File: config.mk
export PLATFORM = sky130hd
export DESIGN_NAME = node_tree_emitter
export DESIGN_NICKNAME = d
export VERILOG_FILES = /design/src/rtl/node_tree_emitter.sv
export SDC_FILE = /design/constraint.sdc
export NUM_CORES = 1
export LEC_CHECK = 0
export ABC_AREA = 0
export CAP_MARGIN = 20
export CORE_AREA = 2 2 122 65
export DETAILED_ROUTE_END_ITERATION = 8
export DIE_AREA = 0 0 124 67
export PLACE_DENSITY = 0.88
export SETUP_SLACK_MARGIN = 0.3
export SYNTH_ARGS = -nofsm -noshare
export SYNTH_HDL_FRONTEND = slang
export SYNTH_SLANG_ARGS = --single-unit
File: constraint.sdc
create_clock -name clk_i -period 7.52 [get_ports clk_i]
set_clock_uncertainty 0.1 [all_clocks]
set_input_delay 1.504 -clock clk_i [delete_from_list [all_inputs] [get_ports clk_i]]
set_output_delay 1.504 -clock clk_i [all_outputs]
set_load 0.1 [all_outputs]
File: src/rtl/node_tree_emitter.sv
// Turns a stream of (field id, depth, group/leaf) tree nodes into a flat token stream,
// inserting END tokens on depth decrease and MSG_END on flush.
module node_tree_emitter #(
  parameter int ID_W      = 8,
  parameter int MAX_DEPTH = 8,
  parameter int DEPTH_W   = $clog2(MAX_DEPTH + 1)
) (
  input  logic               clk_i,
  input  logic               reset_i,
  input  logic               node_valid,
  output logic               node_rdy,
  input  logic [ID_W-1:0]    node_field_id,
  input  logic [DEPTH_W-1:0] node_depth,
  input  logic               node_is_group,
  input  logic               node_flush,
  output logic               field_id_valid,
  input  logic               field_id_rdy,
  output logic [ID_W-1:0]    field_id_o,
  output logic [1:0]         field_kind_o,
  output logic [DEPTH_W-1:0] cur_depth_o,
  output logic               err_o,
  output logic               dbg_state_o
);

  // Handshake: a transfer happens on a rising edge where valid && rdy; once
  // field_id_valid is high the token is held stable until field_id_rdy is seen.

  localparam logic [1:0] K_FIELD   = 2'b00;
  localparam logic [1:0] K_START   = 2'b01;
  localparam logic [1:0] K_END     = 2'b10;
  localparam logic [1:0] K_MSG_END = 2'b11;
  localparam logic [DEPTH_W-1:0] MAX_D = DEPTH_W'(MAX_DEPTH);

  typedef enum logic {S_IDLE = 1'b0, S_CLOSE = 1'b1} state_t;

  state_t             state_q, state_d;
  logic               tok_valid_q, tok_valid_d;
  logic [ID_W-1:0]    tok_id_q, tok_id_d;
  logic [1:0]         tok_kind_q, tok_kind_d;
  logic [DEPTH_W-1:0] cur_q, cur_d;
  logic               err_q, err_d;
  logic [DEPTH_W-1:0] tgt_q, tgt_d;
  logic [ID_W-1:0]    lat_id_q, lat_id_d;
  logic               lat_grp_q, lat_grp_d;
  logic               lat_flush_q, lat_flush_d;

  logic [ID_W-1:0]    stack_q [MAX_DEPTH];
  logic               push_en;
  logic [DEPTH_W-1:0] push_idx;
  logic [ID_W-1:0]    push_val;

  logic               slot_free;
  logic [DEPTH_W-1:0] cur_m1;
  logic [ID_W-1:0]    top_id;

  assign slot_free = !tok_valid_q || field_id_rdy;
  assign node_rdy  = (state_q == S_IDLE) && slot_free;
  assign cur_m1    = cur_q - 1'b1;
  assign top_id    = (cur_q != '0) ? stack_q[cur_m1] : '0;

  always_comb begin
    state_d     = state_q;
    tok_valid_d = tok_valid_q && !field_id_rdy;
    tok_id_d    = tok_id_q;
    tok_kind_d  = tok_kind_q;
    cur_d       = cur_q;
    err_d       = 1'b0;
    tgt_d       = tgt_q;
    lat_id_d    = lat_id_q;
    lat_grp_d   = lat_grp_q;
    lat_flush_d = lat_flush_q;
    push_en     = 1'b0;
    push_idx    = cur_q;
    push_val    = '0;

    case (state_q)
      S_IDLE: begin
        if (node_valid && node_rdy) begin
          if (node_flush && cur_q == '0) begin
            tok_valid_d = 1'b1;
            tok_id_d    = '0;
            tok_kind_d  = K_MSG_END;
          end else if (node_flush || node_depth < cur_q) begin
            // First END goes out on the accepting edge; CLOSE handles the rest.
            tok_valid_d = 1'b1;
            tok_id_d    = top_id;
            tok_kind_d  = K_END;
            cur_d       = cur_m1;
            tgt_d       = node_flush ? '0 : node_depth;
            lat_id_d    = node_field_id;
            lat_grp_d   = node_is_group;
            lat_flush_d = node_flush;
            state_d     = S_CLOSE;
          end else if (node_depth > cur_q || (node_is_group && node_depth == MAX_D)) begin
            err_d = 1'b1;
          end else begin
            tok_valid_d = 1'b1;
            tok_id_d    = node_field_id;
            tok_kind_d  = node_is_group ? K_START : K_FIELD;
            if (node_is_group) begin
              push_en  = 1'b1;
              push_val = node_field_id;
              cur_d    = cur_q + 1'b1;
            end
          end
        end
      end
      S_CLOSE: begin
        if (slot_free) begin
          tok_valid_d = 1'b1;
          if (cur_q != tgt_q) begin
            tok_id_d   = top_id;
            tok_kind_d = K_END;
            cur_d      = cur_m1;
          end else begin
            state_d = S_IDLE;
            if (lat_flush_q) begin
              tok_id_d   = '0;
              tok_kind_d = K_MSG_END;
            end else begin
              tok_id_d   = lat_id_q;
              tok_kind_d = lat_grp_q ? K_START : K_FIELD;
              if (lat_grp_q) begin
                push_en  = 1'b1;
                push_val = lat_id_q;
                cur_d    = cur_q + 1'b1;
              end
            end
          end
        end
      end
      default: state_d = S_IDLE;
    endcase
  end

  always_ff @(posedge clk_i or negedge reset_i) begin
    if (!reset_i) begin
      state_q     <= S_IDLE;
      tok_valid_q <= 1'b0;
      tok_id_q    <= '0;
      tok_kind_q  <= K_FIELD;
      cur_q       <= '0;
      err_q       <= 1'b0;
      tgt_q       <= '0;
      lat_id_q    <= '0;
      lat_grp_q   <= 1'b0;
      lat_flush_q <= 1'b0;
    end else begin
      state_q     <= state_d;
      tok_valid_q <= tok_valid_d;
      tok_id_q    <= tok_id_d;
      tok_kind_q  <= tok_kind_d;
      cur_q       <= cur_d;
      err_q       <= err_d;
      tgt_q       <= tgt_d;
      lat_id_q    <= lat_id_d;
      lat_grp_q   <= lat_grp_d;
      lat_flush_q <= lat_flush_d;
    end
  end

  // Stack contents need no reset: entries above the pointer are never read.
  always_ff @(posedge clk_i) begin
    if (push_en) stack_q[push_idx[$clog2(MAX_DEPTH)-1:0]] <= push_val;
  end

  assign field_id_valid = tok_valid_q;
  assign field_id_o     = tok_id_q;
  assign field_kind_o   = tok_kind_q;
  assign cur_depth_o    = cur_q;
  assign err_o          = err_q;
  assign dbg_state_o    = state_q;

endmodule
After elaboration in Yosys (flattened, before gate mapping)
Memory sizes are Yosys's and may differ from the RTL's.
Cells that the tools add are included.
W data, S select, Z words.

cells by class
  add/sub/neg operators = 2
  $lt $le $gt $ge = 2
  eq/ne operators = 10
  muxes and demuxes = 69
  bitwise logic cells = 2
  reductions and logical operators = 15

operators by type and width
  kind                   count
  $mux W8                17
  $mux W4                10
  $pmux W8 S2            2
  $mux W1                28
  $mux W2                7
  $pmux W4 S2            1
  $reduce_and A7 Y1      1
  $ne A3 B2 Y1 const B   2
  $pmux W1 S2            3
  $logic_and A1 B1 Y1    5
  $add A4 B1 Y4 const B  1
  $eq A4 B4 Y1 const B   1
  $gt A4 B4 Y1           1
  $logic_not A4 Y1       1
  $lt A4 B4 Y1           1
  $ne A2 B1 Y1 const B   2
  $ne A4 B4 Y1           1
  $ne A4 B4 Y1 const B   1
  $pmux W2 S2            1
  $reduce_and A4 Y1      1
  $reduce_bool A4 Y1     1
  $sub A4 B1 Y4 const B  1
  $logic_or A1 B1 Y1     3
  $ne A3 B1 Y1 const B   1
  other kinds (5)        7

storage, ports and cells
  bits in registers = 31
  bits in writable memories = 64
  output and inout port bits = 18
  word-level logic and storage cells = 111
  memories = 1

memories
  name     words  width  rd ports  clocked after Yosys merged registers in  wr ports  RTL line  source
  stack_q  8      8      1         0                                        1         47        logic [ID_W-1:0] stack_q [MAX_DEPTH];

Longest topological paths before layout
Gate-level depths: netlist (run 1).

  depth after elaboration = 10
  mapped depth = 10

Worst setup path before layout (run 1)
OpenSTA, ideal clock, no wires.

  path kind = in2out
  start point = input port field_id_rdy
  end point = output port node_rdy
  arrival time = 2.892 ns
  path slack = 3.024 ns
  cell stages on the path = 2
  path through = nor2b_1 -> nor2_1

between the ends
  cells in the longest elaborated chain, start to end = 2

ends and longest elaborated chain
  item                 RTL line  source
  from (decl)          17        input logic field_id_rdy,
  $logic_or A1 B1 Y1   56        assign slot_free = !tok_valid_q || field_id_rdy;
  $logic_and A1 B1 Y1  57        assign node_rdy = (state_q == S_IDLE) && slot_free;
  to (decl)            11        output logic node_rdy,

No other way between the ends.

Worst setup path in the final report (run 1)
Ends and elaborated chain as after synthesis.

==> key figures, run 1 <==
Clocking
  – CTS resizes: 0
  – H-Tree Level Count: 3
  – Setup Buffers After CTS: 0
  – Clock sinks: 95
  – CTS Buffer Depth: 2
  – Clock root buffer: clkbuf_16
  – CTS Buf Count: 9
  – Clk pin slew, worst setup/hold paths: ~0.060 ns
  – Clk_lat worst skew: 0.34 ns
  – CTS Hold Buffers Added: 0
  – CTS tree: done

GRT
  – Largest net degree at the start of global routing: 32
  – Met2 Resource Use GR: 0.366
  – GRT Util Overall: 0.266
  – Antenna violations before repair: 0
  – Met3 Track Usage GR: 0.0865
  – Global-route wire length before repair: 15.3 mm
  – Met1 usage: 0.398
  – Vias in the first global route: approximately 2700
  – Gr ovfl total: 0
  – Gr busiest metal: met1

Synthesis
  – Synth Register Bits: between 90 and 100
  – Post-synthesis sequential area ratio: 0.625
  – Most common flop cell mapped by yosys: edfxtp_1
  – Ys async rst share: 0.326
  – Syn Area/Cell: 14.9 um2
  – Distinct cells, synth: 45
  – Synth Instances: 289
  – Syn Nets: around 310
  – Synth area leaders: edfxtp_1, dfrtp_1, mux4_2
  – Post-Syn Area: 0.00432 mm2
  – Top cell type's share of synthesized area: 0.445
  – Post-synth EDFFs: 64
  – Most common library cells after synthesis: edfxtp_1, dfrtp_1, nand2_1, o21ai_0
  – Cell taking the most area after synthesis: edfxtp_1
  – Syn. warnings: 0
  – Most numerous cell in the Yosys netlist: edfxtp_1

Worst setup path
  – Worst Setup End Kind: output pin
  – Worst flop-to-flop path endpoint: stack_q[4][6]
  – R2r setup slk: 3.38 ns
  – CP max stage cell: clkdlybuf4s50_1
  – Worst r2r path cells: 8
  – Arrival @ worst endpoint: about 3.5 ns
  – R2r startpoint: cur_depth_o[2]
  – Highest cell delay on the worst timing path: approximately 1.2 ns
  – Most frequent CP cell: clkdlybuf4s50_1
  – Worst Setup Path Type: input pin to output pin
  – CP required: 5.92 ns
  – Crit path max fanout: 3
  – Worst Setup Start Kind: input pin
  – CP cell instances: clkdlybuf4s50_1 -> nor2b_1 -> nor2_1 -> clkdlybuf4s50_1

STA
  – Minimum clock period: 5.08 ns
  – Final Hold Viols: 0
  – Headroom to the max-slew limit: 0.345
  – Hold Slack: 0.388 ns
  – Worst-Margin Slew: slightly below 1 ns
  – Fin. max-slew vios: 0
  – Tcrit/Tclk final: 0.675
  – FMAX: 0.197 GHz
  – Post-Route Setup TNS: 0 ns
  – RSZ-0062 raised after global routing: no
  – Final setup fails: 0
  – Final Worst Setup Slack: 2.44 ns

Hold path
  – Hold_sp: tgt_q[3]
  – Hold WC Path Type: flip-flop to flip-flop
  – WHS Path Cells: 2
  – Hold EP: tgt_q[3]

Run
  – Max cap viols: 0

Placed design
  – Placed cell areas: between 0.004 and 0.005 mm2
  – Post-DP HPWL: just under 7 mm
  – PortBufs: 35
  – Placed Cells: 411
  – Pre-CTS setup slack: roughly 2.5 ns
  – Global placer's final weighted congestion: 0.928

Floorplan
  – Core area: between 0.007 and 0.008 mm2
  – I/O pin total: 36
  – Row Count: 22
  – DIE AREA: 0.00831 mm2
  – Chip width: 124 um
  – Die height: 67 um
  – Initial Util: 0.603

Finish
  – Layout Utilization: 0.702
  – Layout area overhead: 16.4%
  – Final nets: between 300 and 400
  – Final non-filler cell total: 427
  – Layout cells sized above 1: 0.154
  – Finished Cell Area: between 0.005 and 0.006 mm2
  – Ant diodes: 0

Drt
  – Initial DRC Count: 501
  – # DRC: 0
  – Drt first pass iters: 4
  – Wire per inst: ~23 um
  – Drt via density: 6.59
  – Via count: 2816
  – Total wire length: slightly below 10 mm
  – Routed Antenna Nets: 0

Outcome
  – Status: complete, no violations

Pwr
  – Final Power: 2.08 mW
  – Worst VDD drop: ~0.23 mV
  – Cell Pwr Density: 415 mW/mm2
  – Leak pwr: 1.69 nW
## critical path, delay by kind of cell
family / cells / cell delay (ns)
buf+inv: 2 / 1.66
simple gates: 2 / 0.30
## report_power, final
part | internal, mW | switching [mW] | leakage [nW]
sequential | 0.635 | 0.0834 | 0.838
clock | 0.267 | 0.174 | 0.138
combinational | 0.291 | 0.632 | 0.715
## cell type report
cell class	count	area (um2)
fill	468	2130
sequential	95	2700
clock buffer	15	258
multi-input combinational	175	1520
tap	96	120
inverter	7	26.3
timing repair buffer	38	373
clock inverter	1	30.0
## flip-flops by register name, summed over array words and instances (netlist names)
name and cells:
cur_depth_o 4, dbg_state_o 1, err_o 1, field_id_o 8
field_id_valid 1, field_kind_o 2, lat_flush_q 1, lat_grp_q 1
lat_id_q 8, stack_q 64, tgt_q 4
## cell families (layout without fill, tap and decap cells)
logic type,after synthesis,count (layout),synth area share
buffers and inverters,19,61,0.0232
adder cells (fa/ha/maj),6,6,0.0174
AO/OA/AOI/OAI,70,70,0.115
flip-flops,95,95,0.625
AND/OR/NAND/NOR,66,66,0.0942
multiplexers,26,26,0.111
XOR/XNOR,7,7,0.0142
## cells in the final DEF, fill, tap and decap left out, types with 4 or more instances in the layout
master and instances:
o21ai_0 22, mux2_2 10, nand2_1 25, clkdlybuf4s50_1 35
edfxtp_1 64, ha_1 6, nor2_1 16, mux4_2 14
clkbuf_16 9, clkbuf_1 5, a22o_1 16, a211o_1 8
xor2_1 4, inv_1 7, a21oi_1 13, nand3b_1 5
dfrtp_1 31
## worst max path at each step
| stage | from | cells past startpoint | slack [ns] | to |
|---|---|---|---|---|
| finish | field_id_rdy | 4 | 2.44 | node_rdy |
| global route | field_id_rdy | 4 | 2.41 | node_rdy |
| CTS | field_id_rdy | 4 | 2.47 | node_rdy |
| detailed placement | node_depth[1] | 8 | 2.47 | stack_q[4][2] |
| global placement | field_id_rdy | 4 | 2.54 | node_rdy |
| floorplan | field_id_rdy | 2 | 3.02 | node_rdy |
## metal layers
metal / wire length, um / up-vias
li1: - / 1205
met2: 4280 / 170
met3: 972 / 20
met1: 4460 / 1421
met4: 161 / 0
met5: 0 / -
Power figures use the tool's default switching activity.
==> run 2: changes to the inputs <==
--- a/config.mk
+++ b/config.mk
@@ -7,10 +7,10 @@
 export LEC_CHECK = 0
 export ABC_AREA = 0
 export CAP_MARGIN = 20
-export CORE_AREA = 2 2 122 65
+export CORE_AREA = 2 2 126 67
 export DETAILED_ROUTE_END_ITERATION = 8
-export DIE_AREA = 0 0 124 67
-export PLACE_DENSITY = 0.88
+export DIE_AREA = 0 0 128 69
+export PLACE_DENSITY = 0.84
 export SETUP_SLACK_MARGIN = 0.3
 export SYNTH_ARGS = -nofsm -noshare
 export SYNTH_HDL_FRONTEND = slang
==> constraint.sdc (replaced) <==
create_clock -name clk_i -period 4.8 [get_ports clk_i]
set_clock_uncertainty 0.1 [all_clocks]
set_input_delay 0.96 -clock clk_i [delete_from_list [all_inputs] [get_ports clk_i]]
set_output_delay 0.96 -clock clk_i [all_outputs]
set_load 0.1 [all_outputs]
==> run 2 against run 1 <==
Effect of this change:
- global-route usage increased by 1.1 points
- total power rose by 60%
- sequential cell count unchanged
- worst setup slack lost 1.3 ns
- clock power rose by 69%
- via count grew 1.9%
==> key figures, run 2 (synthesis gave the netlist of run 1 again) <==
Outcome
  – Status: complete, no violations

Finish
  – Most frequent cells in the layout: edfxtp_1, clkdlybuf4s50_1, dfrtp_1
  – Max FFs per register: 64 (unchanged)
  – Ant diodes: 0 (unchanged)
  – Layout area overhead: 17.0%
  – Register area: 0.00270 mm2 (unchanged)
  – Layout cells sized above 1: 0.172 (+0.0176)
  – Multi-input logic area: 0.00152 mm2 (unchanged)
  – Final nets: 351 (+0.29%)
  – Fill cells: 547 (+17%)
  – Commonest non-fill, non-tap cell in the layout: edfxtp_1

Drt
  – Via count: 2870 (+1.9%)
  – Routed Antenna Nets: 0 (unchanged)
  – Drt via density: 6.64 (+0.74%)
  – Wire per inst: 26.5 um (+15%)
  – Drt first pass iters: 5 (+1)
  – Initial DRC Count: 397 (-21%)
  – Total wire length: 11.4 mm (+16%)
  – # DRC: 0 (unchanged)

STA
  – Fin. max-slew vios: 0 (unchanged)
  – Hold Slack: 0.394 ns (+0.00656 ns)
  – FMAX: 0.270 GHz
  – Final Hold Viols: 0 (unchanged)
  – Minimum clock period: 3.70 ns
  – RSZ-0062 raised after global routing: no
  – Final setup fails: 0 (unchanged)
  – Headroom to the max-slew limit: 0.326 (-0.0186)
  – Post-Route Setup TNS: 0 ns (unchanged)
  – Tcrit/Tclk final: 0.772
  – Worst-Margin Slew: 1.01 ns (+0.0278 ns)

Placed design
  – Post-DP HPWL: 8.18 mm (+18%)
  – Global placer's final weighted congestion: 0.986 (+6.3%)
  – PortBufs: 35 (unchanged)

Floorplan
  – Chip width: 128 um (+3.2%)
  – Core area: 0.00771 mm2 (+7.8%)
  – Row Count: 23 (+4.5%)
  – I/O pin total: 36 (unchanged)
  – Die height: 69 um (+3.0%)
  – Initial Util: 0.560 (-0.0435)
  – DIE AREA: 0.00883 mm2 (+6.3%)

Pwr
  – Cell Pwr Density: 660 mW/mm2 (+59%)
  – Worst VDD drop: 0.489 mV (+120%)
  – Leak pwr: 1.71 nW (+1.3%)

Clocking
  – CTS Hold Buffers Added: 0 (unchanged)
  – Clk_lat worst skew: 0.35 ns (about the same)
  – CTS Buf Count: 9 (unchanged)
  – CTS Buffer Depth: 2 (unchanged)
  – Clock root buffer: clkbuf_16
  – CTS resizes: 0 (unchanged)
  – Clk pin slew, worst setup/hold paths: 0.06 ns (about the same)
  – Setup Buffers After CTS: 0 (unchanged)
  – CTS tree: done
  – H-Tree Level Count: 3 (unchanged)
  – Clock sinks: 95 (unchanged)

Worst setup path
  – Worst Setup Path Type: input pin to flip-flop
  – CP cell instances: clkdlybuf4s50_1 -> inv_1 -> ha_1 -> nand2b_1 -> a211oi_1 -> nor2_1 -> nor3b_4 -> o21ai_4 -> nor3_2
  – Top Family by Delay on Critical Path: simple AND/OR/NAND/NOR gates
  – Worst Setup Start Kind: input pin
  – CP required: 4.68 ns (-1.24 ns)
  – Worst Path Buf+Inv: 2 (unchanged)
  – Arrival @ worst endpoint: 3.59 ns (+0.12 ns)
  – CP max stage cell: nor3_2
  – Highest cell delay on the worst timing path: 0.56 ns (-0.62 ns)
  – Crit path max fanout: 8 (+5)
  – Worst Setup End Kind: flip-flop

Hold path
  – Hold WC Path Type: flip-flop to flip-flop

GRT
  – Global-route wire length before repair: 17.0 mm (+11%)
  – Largest net degree at the start of global routing: 32 (unchanged)
  – GRT Util Overall: 0.277 (+0.0115)
  – Vias in the first global route: 2690 (-1.2%)
  – Gr ovfl total: 0 (unchanged)
  – Antenna violations before repair: 0 (unchanged)

Run
  – Max cap viols: 0 (unchanged)
==> run 2: cell count changes in the layout (fill, tap and decap cells not counted) <==
cell,change
clkinv_2,+1
clkbuf_16,+1
clkdlybuf4s50_1,-2
clkbuf_1,-3
buf_4,+3
inv_6,+1
inv_4,+1
clkbuf_8,-1
==> run 2: cell type report <==
class	instances	share of cell area
multi-input cells	175	0.301
well taps	100	0.0248
clock buffers	12	0.0510
clock inverters	4	0.00991
repair buffers	39	0.0743
flip-flops and latches	95	0.534
inverters	7	0.00520
==> run 2: worst paths after layout <==
| check | start | end | slack (ns) | depth (start not counted) |
|---|---|---|---|---|
| setup / recovery | node_depth[0] | stack_q[2][1] | 1.10 | 9 |
| hold / removal | tgt_q[2] | tgt_q[2] | 0.39 | 2 |
| setup reg to reg | cur_depth_o[2] | stack_q[2][1] | 1.22 | 8 |
| hold reg to reg | tgt_q[2] | tgt_q[2] | 0.39 | 2 |
| max in group asynchronous | reset_i | cur_depth_o[1] | 3.37 | 2 |
| min in group asynchronous | reset_i | lat_id_q[1] | 0.93 | 2 |
==> run 2: metal layers <==
layer,global-route usage,part of all wire,vias up
met3,0.139,0.16,23
met4,0.0757,0.017,2
li1,-,-,1198
met1,0.449,0.45,1432
met5,0.0471,0.0042,-
met2,0.312,0.37,215
==> run 2: worst register-to-register path, stage by stage, from the launching register on <==
cell	delay [ns]
dfrtp_1	0.71
inv_1	0.24
ha_1	0.37
nand2_1	0.06
a211oi_1	0.45
nor2_1	0.23
nor3b_4	0.38
o21ai_4	0.11
nor3_2	0.56
==> run 2: report_power, final <==
group,internal (mW),total (mW),switching [mW]
sequential,0.995,1.13,0.139
clock,0.437,0.744,0.307
combinational,0.453,1.46,1.00
==> run 2: per-stage QoR <==
step                      total power, mW  utilization  cell area (um2)  instances  worst slack, ns
after global placement               2.55        0.615             4740        416            0.877
after floorplan                      2.22            -             4320        289            0.790
after CTS                            3.32        0.655             5050        432             1.16
final                                3.34        0.655             5050        432             1.10
after detailed placement             2.58        0.615             4740        416            0.814
after global routing                 3.46        0.655             5050        432            0.897
